==> config.mk <==
export PLATFORM = sky130hd
export DESIGN_NAME = accumulator_unit
export DESIGN_NICKNAME = d
export VERILOG_FILES = /design/src/rtl/accumulator_unit.sv
export SDC_FILE = /design/constraint.sdc
export NUM_CORES = 1
export LEC_CHECK = 0
export ABC_AREA = 1
export BUFFER_PORTS_ARGS = -buffer_cell sky130_fd_sc_hd__buf_2
export CORE_AREA = 5 5 177 179
export DETAILED_ROUTE_END_ITERATION = 10
export DIE_AREA = 0 0 182 184
export PLACE_DENSITY = 0.48
export SKIP_LAST_GASP = 1
export SYNTH_ARGS = -nofsm -noshare
export SYNTH_HDL_FRONTEND = slang
export SYNTH_SLANG_ARGS = --single-unit
==> constraint.sdc <==
create_clock -name clk -period 6.3 [get_ports clk]
set_clock_uncertainty 0.1 [all_clocks]
set_input_delay 1.575 -clock clk [delete_from_list [all_inputs] [get_ports clk]]
set_output_delay 1.575 -clock clk [all_outputs]
set_load 0.01 [all_outputs]
==> src/rtl/accumulator_unit.sv <==
// 16-bit accumulator with single-cycle add/sub/load/clear and a 16-cycle shift-add multiply.
// Sits behind the shared adder datapath and registers result plus c/z/n/v flags.
module accumulator_unit (
  input  logic        clk,
  input  logic        rst,
  input  logic        cmd_valid,
  output logic        cmd_ready,
  input  logic [2:0]  cmd_op,
  input  logic [15:0] cmd_operand,
  output logic [15:0] acc,
  output logic        flag_c,
  output logic        flag_z,
  output logic        flag_n,
  output logic        flag_v,
  output logic        busy,
  output logic        done
);

  localparam logic [2:0] OpNop  = 3'b000;
  localparam logic [2:0] OpLoad = 3'b001;
  localparam logic [2:0] OpAdd  = 3'b010;
  localparam logic [2:0] OpSub  = 3'b011;
  localparam logic [2:0] OpAdc  = 3'b100;
  localparam logic [2:0] OpMul  = 3'b101;
  localparam logic [2:0] OpClr  = 3'b110;

  typedef enum logic [0:0] {StIdle, StMul} state_e;

  state_e      state_q;
  logic [4:0]  cnt_q;
  logic [15:0] mcand_q;
  logic [15:0] mplier_q;
  logic [31:0] prod_q;

  logic [15:0] b_eff;
  logic        cin;
  logic [16:0] sum;
  logic        ovf;
  logic [31:0] partial;
  logic [31:0] prod_nxt;
  logic        accept;

  assign cmd_ready = (state_q == StIdle);
  assign accept    = cmd_valid && cmd_ready;

  // Shared adder: SUB adds the inverted operand with a forced carry-in.
  always_comb begin
    b_eff = cmd_operand;
    cin   = 1'b0;
    if (cmd_op == OpSub) begin
      b_eff = ~cmd_operand;
      cin   = 1'b1;
    end else if (cmd_op == OpAdc) begin
      cin = flag_c;
    end
    sum = {1'b0, acc} + {1'b0, b_eff} + {16'b0, cin};
    ovf = (acc[15] == b_eff[15]) && (sum[15] != acc[15]);
  end

  always_comb begin
    partial  = mplier_q[cnt_q[3:0]] ? ({16'b0, mcand_q} << cnt_q[3:0]) : 32'b0;
    prod_nxt = prod_q + partial;
  end

  always_ff @(posedge clk or posedge rst) begin
    if (rst) begin
      state_q  <= StIdle;
      cnt_q    <= 5'd0;
      mcand_q  <= 16'h0000;
      mplier_q <= 16'h0000;
      prod_q   <= 32'h0;
      acc      <= 16'h0000;
      flag_c   <= 1'b0;
      flag_z   <= 1'b1;
      flag_n   <= 1'b0;
      flag_v   <= 1'b0;
      busy     <= 1'b0;
      done     <= 1'b0;
    end else begin
      done <= 1'b0;
      case (state_q)
        StIdle: begin
          if (accept) begin
            done <= 1'b1;
            case (cmd_op)
              OpLoad: begin
                acc    <= cmd_operand;
                flag_z <= (cmd_operand == 16'h0000);
                flag_n <= cmd_operand[15];
              end
              OpAdd, OpSub, OpAdc: begin
                acc    <= sum[15:0];
                flag_c <= sum[16];
                flag_v <= ovf;
                flag_z <= (sum[15:0] == 16'h0000);
                flag_n <= sum[15];
              end
              OpClr: begin
                acc    <= 16'h0000;
                flag_c <= 1'b0;
                flag_z <= 1'b1;
                flag_n <= 1'b0;
                flag_v <= 1'b0;
              end
              OpMul: begin
                done     <= 1'b0;
                mcand_q  <= acc;
                mplier_q <= cmd_operand;
                prod_q   <= 32'h0;
                cnt_q    <= 5'd0;
                busy     <= 1'b1;
                state_q  <= StMul;
              end
              OpNop:   ;
              default: ;
            endcase
          end
        end
        StMul: begin
          prod_q <= prod_nxt;
          cnt_q  <= cnt_q + 5'd1;
          if (cnt_q == 5'd15) begin
            acc     <= prod_nxt[15:0];
            flag_c  <= |prod_nxt[31:16];
            flag_v  <= 1'b0;
            flag_z  <= (prod_nxt[15:0] == 16'h0000);
            flag_n  <= prod_nxt[15];
            busy    <= 1'b0;
            done    <= 1'b1;
            cnt_q   <= 5'd0;
            state_q <= StIdle;
          end
        end
        default: state_q <= StIdle;
      endcase
    end
  end

endmodule

==> impl_metrics.yaml <==
run_status:
  status: "completed"
cells_and_area:
  fillCellCount: 3308
  area_growth_pct: 10.55
  fin_area_um2: 9295
  multiInputGateArea_um2: 5152
  final_cells: 1776
  ff_latch_area_um2: 2278
  final_cell_mix: "nand2_1, inv_1, o21ai_0"
  drive_gt1_share_pct: 8.658
  diodes: 0
  fin_nets: 1453
  final_common_cell: "nand2_1"
power:
  intPower_uw: 2540
  power_uw: 5947
  leakagePower_uw: 0.004964
  switchingPower_uw: 3408
  clkPwrFrac_pct: 9.4
  switching_share_pct: 57.30
  p_per_area_nw_per_um2: 639.8
  vdd_drop_max_uv: 212.1
  seq_power_share_pct: 18.9
  combPwrFrac_pct: 71.7
placed_design:
  place_ws_ns: 1.563
  place_area_um2: 9001
  gp_routability_congestion: 0.9324
  dpl.cell_count: 1760
  port_buffers: 44
  dp_hpwl_um: 23450
logic_synthesis:
  synth-xor-area-share_pct: 4.271
  synth-async-reset-ratio_pct: 100.0
  ys_seq_elements: 91
  synth-simple-area-share_pct: 35.18
  netlist_area_um2: 8408
  syn_nets: 1431
  synth-compound-area-share_pct: 13.78
  synth_edf_count: 0
  synth_area_per_cell_um2: 6.187
  synth_cell_type_count: 45
  synth_fa_ha_area_share_pct: 7.708
  synth_top_family_by_area: "simple AND/OR/NAND/NOR gates"
  synth_cells: 1359
  synth_seq_area_share_pct: 27.10
  synth_ff_type: "dfrtp_1"
  yosysWarningCount: 0
  synthMuxAreaShare_pct: 0.2381
worst_setup_path:
  cp_slowest_cell: "dfrtp_1"
  worstPathRequired_ns: 6.43
  cp_max_fo: 27
  crit_type: "flip-flop to flip-flop"
  critPathLaunchType: "flip-flop"
  crit_chain: "clkinv_1, nand3_1, nand3_2, nand2_1, o21ai_0, inv_1, ha_1, nand2_1, inv_1, nand2_1, nand2_1, nand2_1, nand2_1, a21oi_1, nand2_1, nand2_1, nand2_2, nor2_1, nand2_1, nor2_1, nand2_1, nand2_1, a21oi_2"
  critical-path-top-delay-family: "simple AND/OR/NAND/NOR gates"
  cp-end-kind: "flip-flop"
  cp_common_cell: "nand2_1"
  arrival_ns: 4.90
  crit_path_max_incr_delay_ns: 0.68
  path_buf_inv: 3
cts:
  cts_buffers: 9
  cts_tree: "yes"
  root_buffer: "clkbuf_16"
  cts_resized: 0
  clock_latency_ns: 0.36
  holdBufCountCts: 0
  clk_pin_slew_worst_paths_ns: 0.08
  clk_path_buf_depth: 2
  cts.sinks: 91
  htreeDepth: 3
  post_cts.repair.setup_buffers: 0
routing:
  routedWlPerCell_um: 16.35
  drtIter0Drc: 655
  via_per_inst: 4.776
  drtAntennaViolNets: 0
  vias: 8483
  drt-pass1-iter-count: 7
  drt_wl_total_um: 29040
  drc: 0
global_route:
  grt_pass1_wl_um: 45780
  antenna_found_initial: 1
  grt_max_degree: 54
  first_global_vias: 8228
  grt-ovfl-total: 0
  grtUsageTotal_pct: 17.32
sta:
  fin_crit_sh_pct: 75.71
  fmax_mhz: 209.7
  tightest_slew_ns: 0.7231
  finalCriticalPeriod_ns: 4.770
  slew_violations: 0
  fin_ws_ns: 1.530
  slew_headroom_pct: 51.79
  rsz0062_at_grt: "false"
  tns_ns: 0
  finalSetupViolCount: 0
  final-hold-violation-count: 0
die:
  dieHeight_um: 184
  die_w_um: 182
  die_area_um2: 33490
  coreArea_um2: 29400
  initial_core_util_pct: 28.60
  num_io_pins: 45
  row_count: 63
flow_run:
  drv_cap: 0
min_path:
  holdCritPathClass: "flip-flop to flip-flop"
-- tightest hold or removal path: cells and delay by family (launching register included) --
kind               cells  cell delay (ns)
DFF                    1             0.35
AOI/OAI and AO/OA      1             0.06
and+or+nand+nor        1             0.05
-- cell families after synthesis --
| kind of cell | count (synthesis) |
|---|---|
| XOR/XNOR | 41 |
| AND/OR/NAND/NOR | 712 |
| buffers and inverters | 254 |
| AO/OA/AOI/OAI | 209 |
| adder cells (fa/ha/maj) | 50 |
| multiplexers | 2 |
| flip-flops | 91 |
-- final cells by class --
cell class,instances,share of cell area (%)
clock buffers,9,2.423
clock inverters,7,0.7403
inverters,213,8.628
multi-input cells,1014,55.43
flip-flops and latches,91,24.51
well taps,390,5.250
repair buffers,52,3.015
-- cells in the mapped netlist, types with 13 or more instances --
cell	number	area (µm²)
nand2_1	478	1794
o21ai_0	112	560.5
a22o_1	15	131.4
ha_1	47	588.1
nand3_1	59	295.3
xor2_1	25	219.0
dfrtp_1	90	2252
inv_2	14	52.55
xnor2_1	16	140.1
clkbuf_1	20	75.07
a21oi_1	47	235.2
a31oi_1	15	93.84
inv_1	198	743.2
nor3_1	13	65.06
buf_2	14	70.07
nor2_1	103	386.6
nor2_2	13	81.33
-- worst paths after layout --
check,startpoint,to,slack [ns],cells after the start
worst max-delay path,cnt_q[2],flag_c,1.53,23
worst min-delay path,mplier_q[11],mplier_q[11],0.39,2
worst max register to register,cnt_q[2],flag_c,1.53,23
worst min register to register,mplier_q[11],mplier_q[11],0.39,2
max in group asynchronous,rst,acc[3],3.77,3
min in group asynchronous,rst,mcand_q[11],1.17,2
-- through the flow --
stage / hold slack, ns / util, %
3_3_place_gp: 0.3647 / 30.61
5_1_grt: 0.4183 / 31.61
2_1_floorplan: 0.3478 / -
3_5_place_dp: 0.3720 / 30.61
6_report: 0.3913 / 31.61
4_1_cts: 0.3904 / 31.61
-- registers in the layout, summed over array words and instances, names as in the netlist --
name      flops
flag_n        1
cnt_q         5
acc          15
flag_c        1
state_q       1
flag_v        1
busy          1
mcand_q      16
prod_q       32
flag_z        1
done          1
mplier_q     16
-- layer usage --
| metal | GRT usage (%) | vias to the layer above | wire length (µm) |
|---|---|---|---|
| met5 | 0 | - | 13 |
| met4 | 4.413 | 2 | 597 |
| met3 | 2.355 | 36 | 1173 |
| met2 | 28.38 | 179 | 13130 |
| met1 | 24.17 | 3939 | 14130 |
| li1 | - | 4327 | - |
-- power by group through the flow --
stage	clock (µW)	sequential [µW]	combinational (µW)
3_5_place_dp	0	1130	4240
6_report	559	1130	4260
5_1_grt	590	1160	4820
2_1_floorplan	0	1050	3090
3_3_place_gp	0	1140	4260
4_1_cts	571	1130	4250
Note: power is estimated with default switching activity, not from simulation.
